### config.mk
export PLATFORM = sky130hd
export DESIGN_NAME = crg_job_sched_flat
export DESIGN_NICKNAME = d
export VERILOG_FILES = /design/src/rtl/crg_job_sched_pkg.sv /design/src/rtl/crg_job_sched_if.sv /design/src/rtl/crg_job_sched_rr_arbiter.sv /design/src/rtl/crg_job_sched.sv /design/src/flat_wrapper.sv
export SDC_FILE = /design/constraint.sdc
export NUM_CORES = 1
export LEC_CHECK = 0
export ABC_AREA = 1
export CORE_MARGIN = 2
export CORE_UTILIZATION = 40
export CTS_BUF_LIST = sky130_fd_sc_hd__clkbuf_2 sky130_fd_sc_hd__clkbuf_4 sky130_fd_sc_hd__clkbuf_8
export CTS_CLUSTER_SIZE = 28
export DETAILED_ROUTE_END_ITERATION = 8
export GPL_ROUTABILITY_DRIVEN = 0
export PLACE_DENSITY_LB_ADDON = 0.05
export SYNTH_ARGS = -nofsm -noshare
export SYNTH_HDL_FRONTEND = slang
export SYNTH_SLANG_ARGS = --single-unit
export TNS_END_PERCENT = 50
### constraint.sdc
create_clock -name clk_i -period 2.78 [get_ports clk_i]
set_input_delay 0.556 -clock clk_i [delete_from_list [all_inputs] [get_ports clk_i]]
set_output_delay 0.556 -clock clk_i [all_outputs]
set_load 0.01 [all_outputs]
### src/rtl/crg_job_sched_pkg.sv
// -----------------------------------------------------------------------------
// crg_job_sched_pkg
// Shared types and constants for the CRG job scheduler: CRG configuration
// field types, the job descriptor a requester submits, the scheduler FSM
// state encoding and a descriptor validity helper.
// -----------------------------------------------------------------------------
package crg_job_sched_pkg;

    // Pipeline latency of the CRG from run pulse to its first output beat.
    localparam int CRG_LAT = 28;
    localparam int CNT_W   = 16;

    typedef logic [31:0]      key_t;
    typedef logic [1:0]       width_t;
    typedef logic [CNT_W-1:0] cr_cnt_t;

    typedef enum logic [1:0] {
        MODE_UNIFORM = 2'd0,
        MODE_BINARY  = 2'd1,
        MODE_ARITH   = 2'd2,
        MODE_RSVD    = 2'd3
    } mode_t;

    typedef struct packed {
        logic    party;
        mode_t   mode;
        width_t  width;
        cr_cnt_t cnt_start;
        cr_cnt_t cnt_end;
    } job_desc_t;

    // IDLE is encoded as zero so the debug state reads 0 in reset.
    typedef enum logic [2:0] {
        ST_IDLE   = 3'd0,
        ST_LOAD   = 3'd1,
        ST_RUN    = 3'd2,
        ST_STREAM = 3'd3,
        ST_RESP   = 3'd4
    } sched_state_t;

    // A count window is usable only if both ends are non-zero and ordered.
    // start>=1 also guarantees end-start+1 cannot wrap.
    function automatic logic desc_valid(input job_desc_t d);
        return (d.cnt_start != '0) && (d.cnt_end != '0) && (d.cnt_end >= d.cnt_start);
    endfunction

endpackage

### src/rtl/crg_job_sched_if.sv
// -----------------------------------------------------------------------------
// crg_job_sched_if
// Descriptor submission bus between N_REQ requesters and the scheduler.
//   req_valid_i : per-requester descriptor valid
//   req_ready_o : per-requester accept, one-hot (at most one bit high)
//   req_desc_i  : per-requester job descriptor
// Handshake: a descriptor transfers on a rising clock edge where both
// req_valid_i[i] and req_ready_o[i] are high. A requester holds valid and its
// descriptor stable until that edge; ready may rise and fall without valid
// changing, and ready never depends on anything but valid and scheduler state.
// -----------------------------------------------------------------------------
interface crg_job_sched_if
    import crg_job_sched_pkg::*;
#(
    parameter int N_REQ = 4
);

    logic [N_REQ-1:0] req_valid_i;
    logic [N_REQ-1:0] req_ready_o;
    job_desc_t        req_desc_i [N_REQ];

    modport master (
        output req_valid_i,
        output req_desc_i,
        input  req_ready_o
    );

    modport slave (
        input  req_valid_i,
        input  req_desc_i,
        output req_ready_o
    );

endinterface

### src/rtl/crg_job_sched_rr_arbiter.sv
// -----------------------------------------------------------------------------
// crg_job_sched_rr_arbiter
// Combinational round-robin pick: the first asserted request at or after the
// pointer, wrapping modulo N_REQ.
//   req_i     : request vector
//   ptr_i     : highest-priority index for this pick
//   gnt_o     : one-hot grant
//   gnt_idx_o : index of the granted request
//   gnt_vld_o : any request was granted
// -----------------------------------------------------------------------------
module crg_job_sched_rr_arbiter #(
    parameter int N_REQ = 4,
    parameter int ID_W  = $clog2(N_REQ)
) (
    input  logic [N_REQ-1:0] req_i,
    input  logic [ID_W-1:0]  ptr_i,
    output logic [N_REQ-1:0] gnt_o,
    output logic [ID_W-1:0]  gnt_idx_o,
    output logic             gnt_vld_o
);

    logic [ID_W-1:0] idx;

    always_comb begin
        gnt_o     = '0;
        gnt_idx_o = '0;
        gnt_vld_o = 1'b0;
        idx       = '0;
        for (int i = 0; i < N_REQ; i++) begin
            idx = ID_W'((int'(ptr_i) + i) % N_REQ);
            if (!gnt_vld_o && req_i[idx]) begin
                gnt_vld_o  = 1'b1;
                gnt_idx_o  = idx;
                gnt_o[idx] = 1'b1;
            end
        end
    end

endmodule

### src/rtl/crg_job_sched.sv
// -----------------------------------------------------------------------------
// crg_job_sched
// Job scheduler in front of the correlated random generator. Accepts one job
// descriptor at a time (round-robin over requesters), validates it, programs
// the CRG config/count window, fires a one-cycle run pulse and tags every
// returned beat with the owning requester until the job drains or stalls.
//   clk_i, rst_n_i        : clock, asynchronous active-low reset
//   key_i / crg_key_o     : global key, passed straight through
//   req_if (slave)        : descriptor handshake from requesters
//   crg_*_o               : CRG config held from LOAD until the next good LOAD
//   crg_run_o             : one-cycle run pulse
//   crg_dvld_i            : CRG output beat valid
//   beat_id_o/beat_last_o : owner and last-beat flag of the current beat
//   done_o/err_o          : one-cycle completion / error pulse, resp_id_o owner
//   busy_o                : FSM not in IDLE
//   dbg_state_o           : current FSM state
// -----------------------------------------------------------------------------
module crg_job_sched
    import crg_job_sched_pkg::*;
#(
    parameter int N_REQ = 4,
    parameter int ID_W  = $clog2(N_REQ),
    parameter int WDOG  = CRG_LAT + 8
) (
    input  logic            clk_i,
    input  logic            rst_n_i,
    input  key_t            key_i,
    crg_job_sched_if.slave  req_if,
    output key_t            crg_key_o,
    output logic            crg_party_o,
    output mode_t           crg_mode_o,
    output width_t          crg_width_o,
    output cr_cnt_t         crg_cnt_start_o,
    output cr_cnt_t         crg_cnt_end_o,
    output logic            crg_run_o,
    input  logic            crg_dvld_i,
    output logic [ID_W-1:0] beat_id_o,
    output logic            beat_last_o,
    output logic            done_o,
    output logic            err_o,
    output logic [ID_W-1:0] resp_id_o,
    output logic            busy_o,
    output sched_state_t    dbg_state_o
);

    localparam int WD_W = $clog2(WDOG + 1);

    sched_state_t    state_q, state_d;
    logic [ID_W-1:0] ptr_q, ptr_d;
    logic [ID_W-1:0] id_q, id_d;
    job_desc_t       desc_q, desc_d;
    job_desc_t       cfg_q, cfg_d;
    cr_cnt_t         beats_q, beats_d;
    logic [WD_W-1:0] wdog_q, wdog_d;
    logic            resp_err_q, resp_err_d;

    logic [N_REQ-1:0] gnt;
    logic [ID_W-1:0]  gnt_idx;
    logic             gnt_vld;
    logic [N_REQ-1:0] ready;

    crg_job_sched_rr_arbiter #(
        .N_REQ (N_REQ),
        .ID_W  (ID_W)
    ) u_arb (
        .req_i     (req_if.req_valid_i),
        .ptr_i     (ptr_q),
        .gnt_o     (gnt),
        .gnt_idx_o (gnt_idx),
        .gnt_vld_o (gnt_vld)
    );

    always_ff @(posedge clk_i or negedge rst_n_i) begin
        if (!rst_n_i) begin
            state_q    <= ST_IDLE;
            ptr_q      <= '0;
            id_q       <= '0;
            desc_q     <= '0;
            cfg_q      <= '0;
            beats_q    <= '0;
            wdog_q     <= '0;
            resp_err_q <= 1'b0;
        end else begin
            state_q    <= state_d;
            ptr_q      <= ptr_d;
            id_q       <= id_d;
            desc_q     <= desc_d;
            cfg_q      <= cfg_d;
            beats_q    <= beats_d;
            wdog_q     <= wdog_d;
            resp_err_q <= resp_err_d;
        end
    end

    always_comb begin
        state_d    = state_q;
        ptr_d      = ptr_q;
        id_d       = id_q;
        desc_d     = desc_q;
        cfg_d      = cfg_q;
        beats_d    = beats_q;
        wdog_d     = wdog_q;
        resp_err_d = resp_err_q;
        ready      = '0;
        case (state_q)
            ST_IDLE: begin
                // The grant only selects a valid requester, so ready here
                // always completes the handshake on this edge.
                if (gnt_vld) begin
                    ready   = gnt;
                    id_d    = gnt_idx;
                    desc_d  = req_if.req_desc_i[gnt_idx];
                    ptr_d   = ID_W'((int'(gnt_idx) + 1) % N_REQ);
                    state_d = ST_LOAD;
                end
            end
            ST_LOAD: begin
                if (desc_valid(desc_q)) begin
                    cfg_d   = desc_q;
                    beats_d = desc_q.cnt_end - desc_q.cnt_start + cr_cnt_t'(1);
                    state_d = ST_RUN;
                end else begin
                    resp_err_d = 1'b1;
                    state_d    = ST_RESP;
                end
            end
            ST_RUN: begin
                wdog_d     = '0;
                resp_err_d = 1'b0;
                state_d    = ST_STREAM;
            end
            ST_STREAM: begin
                // A beat wins over watchdog expiry in the same cycle.
                if (crg_dvld_i) begin
                    wdog_d  = '0;
                    beats_d = beats_q - cr_cnt_t'(1);
                    if (beats_q == cr_cnt_t'(1)) begin
                        resp_err_d = 1'b0;
                        state_d    = ST_RESP;
                    end
                end else if (wdog_q == WD_W'(WDOG - 1)) begin
                    resp_err_d = 1'b1;
                    state_d    = ST_RESP;
                end else begin
                    wdog_d = wdog_q + WD_W'(1);
                end
            end
            ST_RESP: state_d = ST_IDLE;
            default: state_d = ST_IDLE;
        endcase
    end

    // Ready is gated by reset so no accept is advertised while held in reset.
    assign req_if.req_ready_o = rst_n_i ? ready : '0;

    assign crg_key_o       = key_i;
    assign crg_party_o     = cfg_q.party;
    assign crg_mode_o      = cfg_q.mode;
    assign crg_width_o     = cfg_q.width;
    assign crg_cnt_start_o = cfg_q.cnt_start;
    assign crg_cnt_end_o   = cfg_q.cnt_end;
    assign crg_run_o       = (state_q == ST_RUN);
    assign beat_id_o       = id_q;
    assign beat_last_o     = (state_q == ST_STREAM) && crg_dvld_i && (beats_q == cr_cnt_t'(1));
    assign done_o          = (state_q == ST_RESP) && !resp_err_q;
    assign err_o           = (state_q == ST_RESP) && resp_err_q;
    assign resp_id_o       = id_q;
    assign busy_o          = (state_q != ST_IDLE);
    assign dbg_state_o     = state_q;

endmodule

### src/flat_wrapper.sv
// flat-port wrapper written by rule: the top's interface ports become plain ports
module crg_job_sched_flat import crg_job_sched_pkg::*;
#(
    parameter int N_REQ = 4,
    parameter int ID_W  = $clog2(N_REQ),
    parameter int WDOG  = CRG_LAT + 8
)
  (clk_i, rst_n_i, key_i, crg_key_o, crg_party_o, crg_mode_o, crg_width_o, crg_cnt_start_o, crg_cnt_end_o, crg_run_o, crg_dvld_i, beat_id_o, beat_last_o, done_o, err_o, resp_id_o, busy_o, dbg_state_o, req_if_req_valid_i, req_if_req_desc_i, req_if_req_ready_o);
  crg_job_sched_if #(.N_REQ(N_REQ)) req_if_i ();
  input  logic clk_i;
  input  logic rst_n_i;
  input  key_t key_i;
  output key_t crg_key_o;
  output logic crg_party_o;
  output mode_t crg_mode_o;
  output width_t crg_width_o;
  output cr_cnt_t crg_cnt_start_o;
  output cr_cnt_t crg_cnt_end_o;
  output logic crg_run_o;
  input  logic crg_dvld_i;
  output logic [ID_W-1:0] beat_id_o;
  output logic beat_last_o;
  output logic done_o;
  output logic err_o;
  output logic [ID_W-1:0] resp_id_o;
  output logic busy_o;
  output sched_state_t dbg_state_o;
  input wire logic [$bits(req_if_i.req_valid_i)-1:0] req_if_req_valid_i;
  input wire logic [$bits(req_if_i.req_desc_i)-1:0] req_if_req_desc_i;
  output wire logic [$bits(req_if_i.req_ready_o)-1:0] req_if_req_ready_o;
  assign req_if_i.req_valid_i = req_if_req_valid_i;
  assign req_if_i.req_desc_i = {>>{req_if_req_desc_i}};
  assign req_if_req_ready_o = req_if_i.req_ready_o;
  crg_job_sched #(.N_REQ(N_REQ), .ID_W(ID_W), .WDOG(WDOG)) u_core (.clk_i(clk_i), .rst_n_i(rst_n_i), .key_i(key_i), .req_if(req_if_i), .crg_key_o(crg_key_o), .crg_party_o(crg_party_o), .crg_mode_o(crg_mode_o), .crg_width_o(crg_width_o), .crg_cnt_start_o(crg_cnt_start_o), .crg_cnt_end_o(crg_cnt_end_o), .crg_run_o(crg_run_o), .crg_dvld_i(crg_dvld_i), .beat_id_o(beat_id_o), .beat_last_o(beat_last_o), .done_o(done_o), .err_o(err_o), .resp_id_o(resp_id_o), .busy_o(busy_o), .dbg_state_o(dbg_state_o));
endmodule
# Word-level counts from Yosys, hierarchy flattened
# Cells that the tools add are included.
# classes
add_sub_neg	8
n_bitwise	4
muxes	51
magnitude_cmp	10
n_eq_ne	13
n_reduce_logical	30
# ops
cell	count
binary-select mux 37 bit (select 2 bit)	1
2-to-1 mux 37 bit	2
2-to-1 mux 16 bit	2
one-hot mux 16 bit (2 select lines)	1
nonzero test 16 bit	2
2-to-1 mux 4 bit	7
adder 16 x 1 -> 16 bit, second input constant	1
equality test 16 x 1 -> 1 bit, second input constant	1
greater-or-equal comparator 16 bit	1
2-to-1 mux 1 bit	16
subtractor 16 x 1 -> 16 bit, second input constant	1
subtractor 16 bit	1
2-to-1 mux 3 bit	5
logical AND 1 bit	13
< comparator 2 x 3 -> 1 bit, second input constant	4
2-to-1 mux 6 bit	2
bitwise OR 4 bit	3
one-hot mux 3 bit (4 select lines)	1
one-hot mux 6 bit (2 select lines)	1
binary-select mux 1 bit (select 2 bit)	4
demux 1 bit (select 2 bit)	4
greater-or-equal comparator 2 x 1 -> 1 bit, second input constant	4
2-to-1 mux 2 bit	4
adder 6 x 1 -> 6 bit, second input constant	1
20 further kinds	34
# word_totals
reg_bits	104
out_inout_bits	85
wordCells	132
in_bits	187

# Longest topological paths before layout
# depth
ltp_word	16
mapped_depth	17
ltp_nobuf	17

# By module
# Synthesis repeated with hierarchy kept, for this count alone.
# hier_totals
hier_cells	1083
area_unflattened_um2	7748.7
# by_module_without_submodules
mod	n_inst	cells_each	area_per_inst_um2
crg_job_sched	1	1009	7318.3
crg_job_sched_rr_arbiter	1	74	430.4

# Worst setup path before layout
# OpenSTA, ideal clock, no wires.
# synth_path
kind	reg-to-output
startpoint	reg u_core.ptr_q[0]
endpoint	out req_if_req_ready_o[0]
path_buffers	2
stages_incl_launch_ff	14
slack_ns	0.248
required_ns	2.224
t_arrival_ns	1.976
path_cell_list	dfrtp_1 buf_6 inv_4 ha_1 inv_1 nand2_1 nand2_4 nor2_8 nand3_4 nand2_4 buf_2 nor2_1 nand2_1 inv_1
# synth_between
elab_chain_cells	15
# synth_lines
element	line	text
start: declaration	crg_job_sched.sv:49	logic [ID_W-1:0] ptr_q, ptr_d;
start signal: assignment	crg_job_sched.sv:85	ptr_q <= ptr_d;
branches (longest 12 deep; another with < comparator 2 x 3 -> 1 bit)	--	
2-to-1 mux 4 bit (*)	crg_job_sched.sv:109	if (gnt_vld) begin
2-to-1 mux 4 bit (*)	crg_job_sched.sv:105	case (state_q)
2-to-1 mux 4 bit (*)	crg_job_sched.sv:154	assign req_if.req_ready_o = rst_n_i ? ready : '0;
end: declaration	flat_wrapper.sv:30	output wire logic [$bits(req_if_i.req_ready_o)-1:0] req_if_req_ready_o;
# Mark *: on every way between the ends. The select of a mux whose other input is x is not followed.

# Worst setup path after layout
# layout_path
startpoint	in req_if_req_valid_i[2]
endpoint	out req_if_req_ready_o[2]
# layout_between
elab_chain_cells	15
# layout_lines
element	line	text
start: declaration	flat_wrapper.sv:28	input wire logic [$bits(req_if_i.req_valid_i)-1:0] req_if_req_valid_i;
binary-select mux 1 bit (select 2 bit)	crg_job_sched_rr_arbiter.sv:31	if (!gnt_vld_o && req_i[idx]) begin
2-to-1 mux 1 bit (implied by the code)	crg_job_sched_rr_arbiter.sv:31	
2-to-1 mux 1 bit	crg_job_sched_rr_arbiter.sv:31	
zero test 1 bit	crg_job_sched_rr_arbiter.sv:31	
logical AND 1 bit	crg_job_sched_rr_arbiter.sv:31	
2-to-1 mux 1 bit	crg_job_sched_rr_arbiter.sv:31	
zero test 1 bit	crg_job_sched_rr_arbiter.sv:31	
logical AND 1 bit	crg_job_sched_rr_arbiter.sv:31	
2-to-1 mux 1 bit	crg_job_sched_rr_arbiter.sv:31	
zero test 1 bit	crg_job_sched_rr_arbiter.sv:31	
logical AND 1 bit	crg_job_sched_rr_arbiter.sv:31	
2-to-1 mux 4 bit / 2-to-1 mux 1 bit (equally long branches)	crg_job_sched_rr_arbiter.sv:31	
2-to-1 mux 4 bit (*)	crg_job_sched.sv:109	
2-to-1 mux 4 bit (*)	crg_job_sched.sv:105	
2-to-1 mux 4 bit (*)	crg_job_sched.sv:154	
# Every way passes the cells marked *; elsewhere a longest branch is shown, timed or not. The select of a mux whose other input is x is not followed.

==> results.sh <==
export IMPL_nets=1607
export IMPL_final_common_cell="nand2_1"
export IMPL_globalRouteTotalUtil_pct=23.6
export IMPL_cts_tree="yes"
export IMPL_hold_viol=0
export IMPL_ys_top_cells_by_area="dfrtp_1, nand2_1, inv_1, ha_1, nand3_1"
export IMPL_grt_pass1_wl_um=39900
export IMPL_synthCells=1184
export IMPL_grt_pass1_vias=7643
export IMPL_clockBufferDepth=2
export IMPL_synth_async_sr_flop_share_pct=100
export IMPL_io_pins=272
export IMPL_drv_cap=0
export IMPL_synth_flop_cell="dfrtp_1"
export IMPL_swShare_pct=53.0
export IMPL_rows=51
export IMPL_overflow=0
export IMPL_hp_class="primary input to async pin"
export IMPL_drtPass1Iterations=5
export IMPL_synth_edff_count=0
export IMPL_grt_max_degree=67
export IMPL_fin_crit_ps=2760
export IMPL_comb_power_share_pct=74.5
export IMPL_yosysUniqueCellTypes=39
export IMPL_routed_via_density=4.73
export IMPL_die_area_mm2=0.0212
export IMPL_cts_sinks=104
export IMPL_seq_area_frac_synth_pct=32.5
export IMPL_route_detailed_drc=0
export IMPL_place_area_mm2=0.0103
export IMPL_synth_top_cell_area_share_pct=32.5
export IMPL_clk_pin_slew_ps=110
export IMPL_wire_per_inst_um=15.1
export IMPL_final_cell_count_no_fill=1641
export IMPL_clk_latency_ps=400
export IMPL_cts_buffers=9
export IMPL_place_hpwl_um=19800
export IMPL_pre_cts_slack_ps=-351
export IMPL_vias=7768
export IMPL_p_int_mw=7.06
export IMPL_io_buffers=207
export IMPL_period_share_pct=99.3
export IMPL_synth_nets=1422
export IMPL_pwr_share_seq_pct=19.2
export IMPL_core_mm2=0.0195
export IMPL_final_antenna_net_count=0
export IMPL_maxSlewViolCount=0
export IMPL_antenna_found_initial=2
export IMPL_fill_cells=1925
export IMPL_worst_pin_slew_ps=858
export IMPL_synth_warning_count=0
export IMPL_rsz0062_at_grt="true"
export IMPL_initialDrtViolationCount=477
export IMPL_holdBufCountCts=0
export IMPL_layout_common_cells="nand2_1, clkdlybuf4s50_1, inv_1"
export IMPL_leakagePower_nw=5.36
export IMPL_worstPathRequired_ps=2220
export IMPL_relSlewSlack_pct=42.8
export IMPL_ys_ff_latch=104
export IMPL_critPathCaptureType="output pin"
export IMPL_outcome="finished, final reports clean"
export IMPL_dp_cells=1619
export IMPL_p_clk_share_pct=6.4
export IMPL_drive_gt1_share_pct=8.15
export IMPL_cp_max_fo=5
export IMPL_startpoint_type="primary input"
export IMPL_setup_viol=0
export IMPL_layout_setup_ws_ps=19.1
export IMPL_ir_drop_uv=767
export IMPL_max_freq_ghz=0.362
export IMPL_fin_setup_tns_ps=0
export IMPL_power_per_cell_area_mw_per_mm2=1420
export IMPL_synth_area_mm2=0.00801
export IMPL_worstPathArrival_ps=2200
export IMPL_initial_utilization_pct=41.0
export IMPL_cts_root_buf="clkbuf_8"
export IMPL_h_tree_depth=3
export IMPL_wl_um=24800
export IMPL_die_height_um=145
export IMPL_syn_to_final_growth_pct=32.3
export IMPL_syn_avg_cell_area_um2=6.76
export IMPL_synth_top_area_cell="dfrtp_1"
export IMPL_die_w_um=145
export IMPL_post_route_cell_area_mm2=0.0106
export IMPL_fin_worst_skew_ps=14.4
export IMPL_critical_path_class="primary input to output pin"
export IMPL_switching_power_mw=7.97
==> power by group through the flow <==
stage,clock network [mW],logic (mW),registers (mW)
2_1_floorplan,0,7.45,2.85
3_3_place_gp,0,10.9,2.90
3_5_place_dp,0,11.0,2.89
4_1_cts,0.997,11.2,2.88
5_1_grt,1.06,12.7,2.98
6_report,0.958,11.2,2.88
==> state kept, by name (all words and copies together) (netlist names), 3 cells and up <==
signal                  flops
u_core.beats_q             16
u_core.desc_q              37
u_core.dbg_state_o          3
u_core.crg_cnt_start_o     16
u_core.crg_cnt_end_o       16
u_core.wdog_q               6
==> what timing repair did <==
item,4_1_cts,5_1_grt
pin swaps,4,4
setup endpoints to repair,4,8
buffers inserted,0,4
resized for setup,27,16
==> kinds of logic after synthesis <==
logic type	after synthesis	share of synthesized area, %
flops	104	32.5
xor+xnor	9	0.985
simple gates	626	33.5
compound gates	159	10.6
fa+ha+maj	51	8.72
buf+inv	235	13.6
==> routing by layer <==
layer	share of wire [%]	global-route usage (%)	vias up
met2	46	38.6	182
met3	5.8	6.02	43
met5	0	0	-
met4	2.8	8.04	0
li1	-	-	4096
met1	45	30.6	3447
==> area by class of cell <==
type | count | area, um2 | share of cell area, %
inverter | 158 | 598 | 5.65
multi-input combinational | 845 | 4380 | 41.3
clock inverter | 7 | 68.8 | 0.650
tap | 265 | 332 | 3.13
sequential | 104 | 2600 | 24.6
antenna | 2 | 5.00 | 0.0473
clock buffer | 9 | 124 | 1.17
timing repair buffer | 251 | 2480 | 23.5
==> worst max-delay path, stage by stage <==
cell	delay [ps]
clkdlybuf4s50_1	500
inv_1	50
nand2_1	90
nand3_2	100
nand2_4	150
nor2_8	60
nand2_2	70
inv_2	60
a21oi_1	170
o21ai_1	90
nand2_1	60
inv_1	30
clkdlybuf4s15_2	210
==> metrics by stage <==
stage	hold slack (ps)	utilization [%]	total power, mW
finish	214	54.2	15.0
global route	253	54.2	16.7
CTS	224	54.0	15.0
detailed placement	466	52.7	13.9
global placement	466	52.7	13.8
floorplan	260	-	10.3
==> final timing paths <==
path,from,to,slack [ps],depth (start not counted)
max,req_if_req_valid_i[2],req_if_req_ready_o[2],20,13
min,rst_n_i,u_core.beats_q[7]$_DFFE_PN0P_,210,2
max reg2reg,u_core.desc_q[2]$_DFFE_PN0P_,u_core.beats_q[14]$_DFFE_PN0P_,250,12
min reg2reg,u_core.crg_mode_o[0]$_DFFE_PN0P_,u_core.crg_mode_o[0]$_DFFE_PN0P_,490,2
max in group asynchronous,rst_n_i,u_core.desc_q[8]$_DFFE_PN0P_,1330,3
min in group clk_i,u_core.crg_mode_o[0]$_DFFE_PN0P_,u_core.crg_mode_o[0]$_DFFE_PN0P_,490,2
==> cell usage after synthesis (12+ instances only) <==
cell type	count
a21oi_1	45
buf_2	15
buf_4	37
clkbuf_1	15
dfrtp_1	104
ha_1	43
inv_1	152
nand2_1	376
nand3_1	93
nand4_1	22
nor2_1	91
nor3_1	12
o21ai_0	91
(Power assumes the default switching activity.)
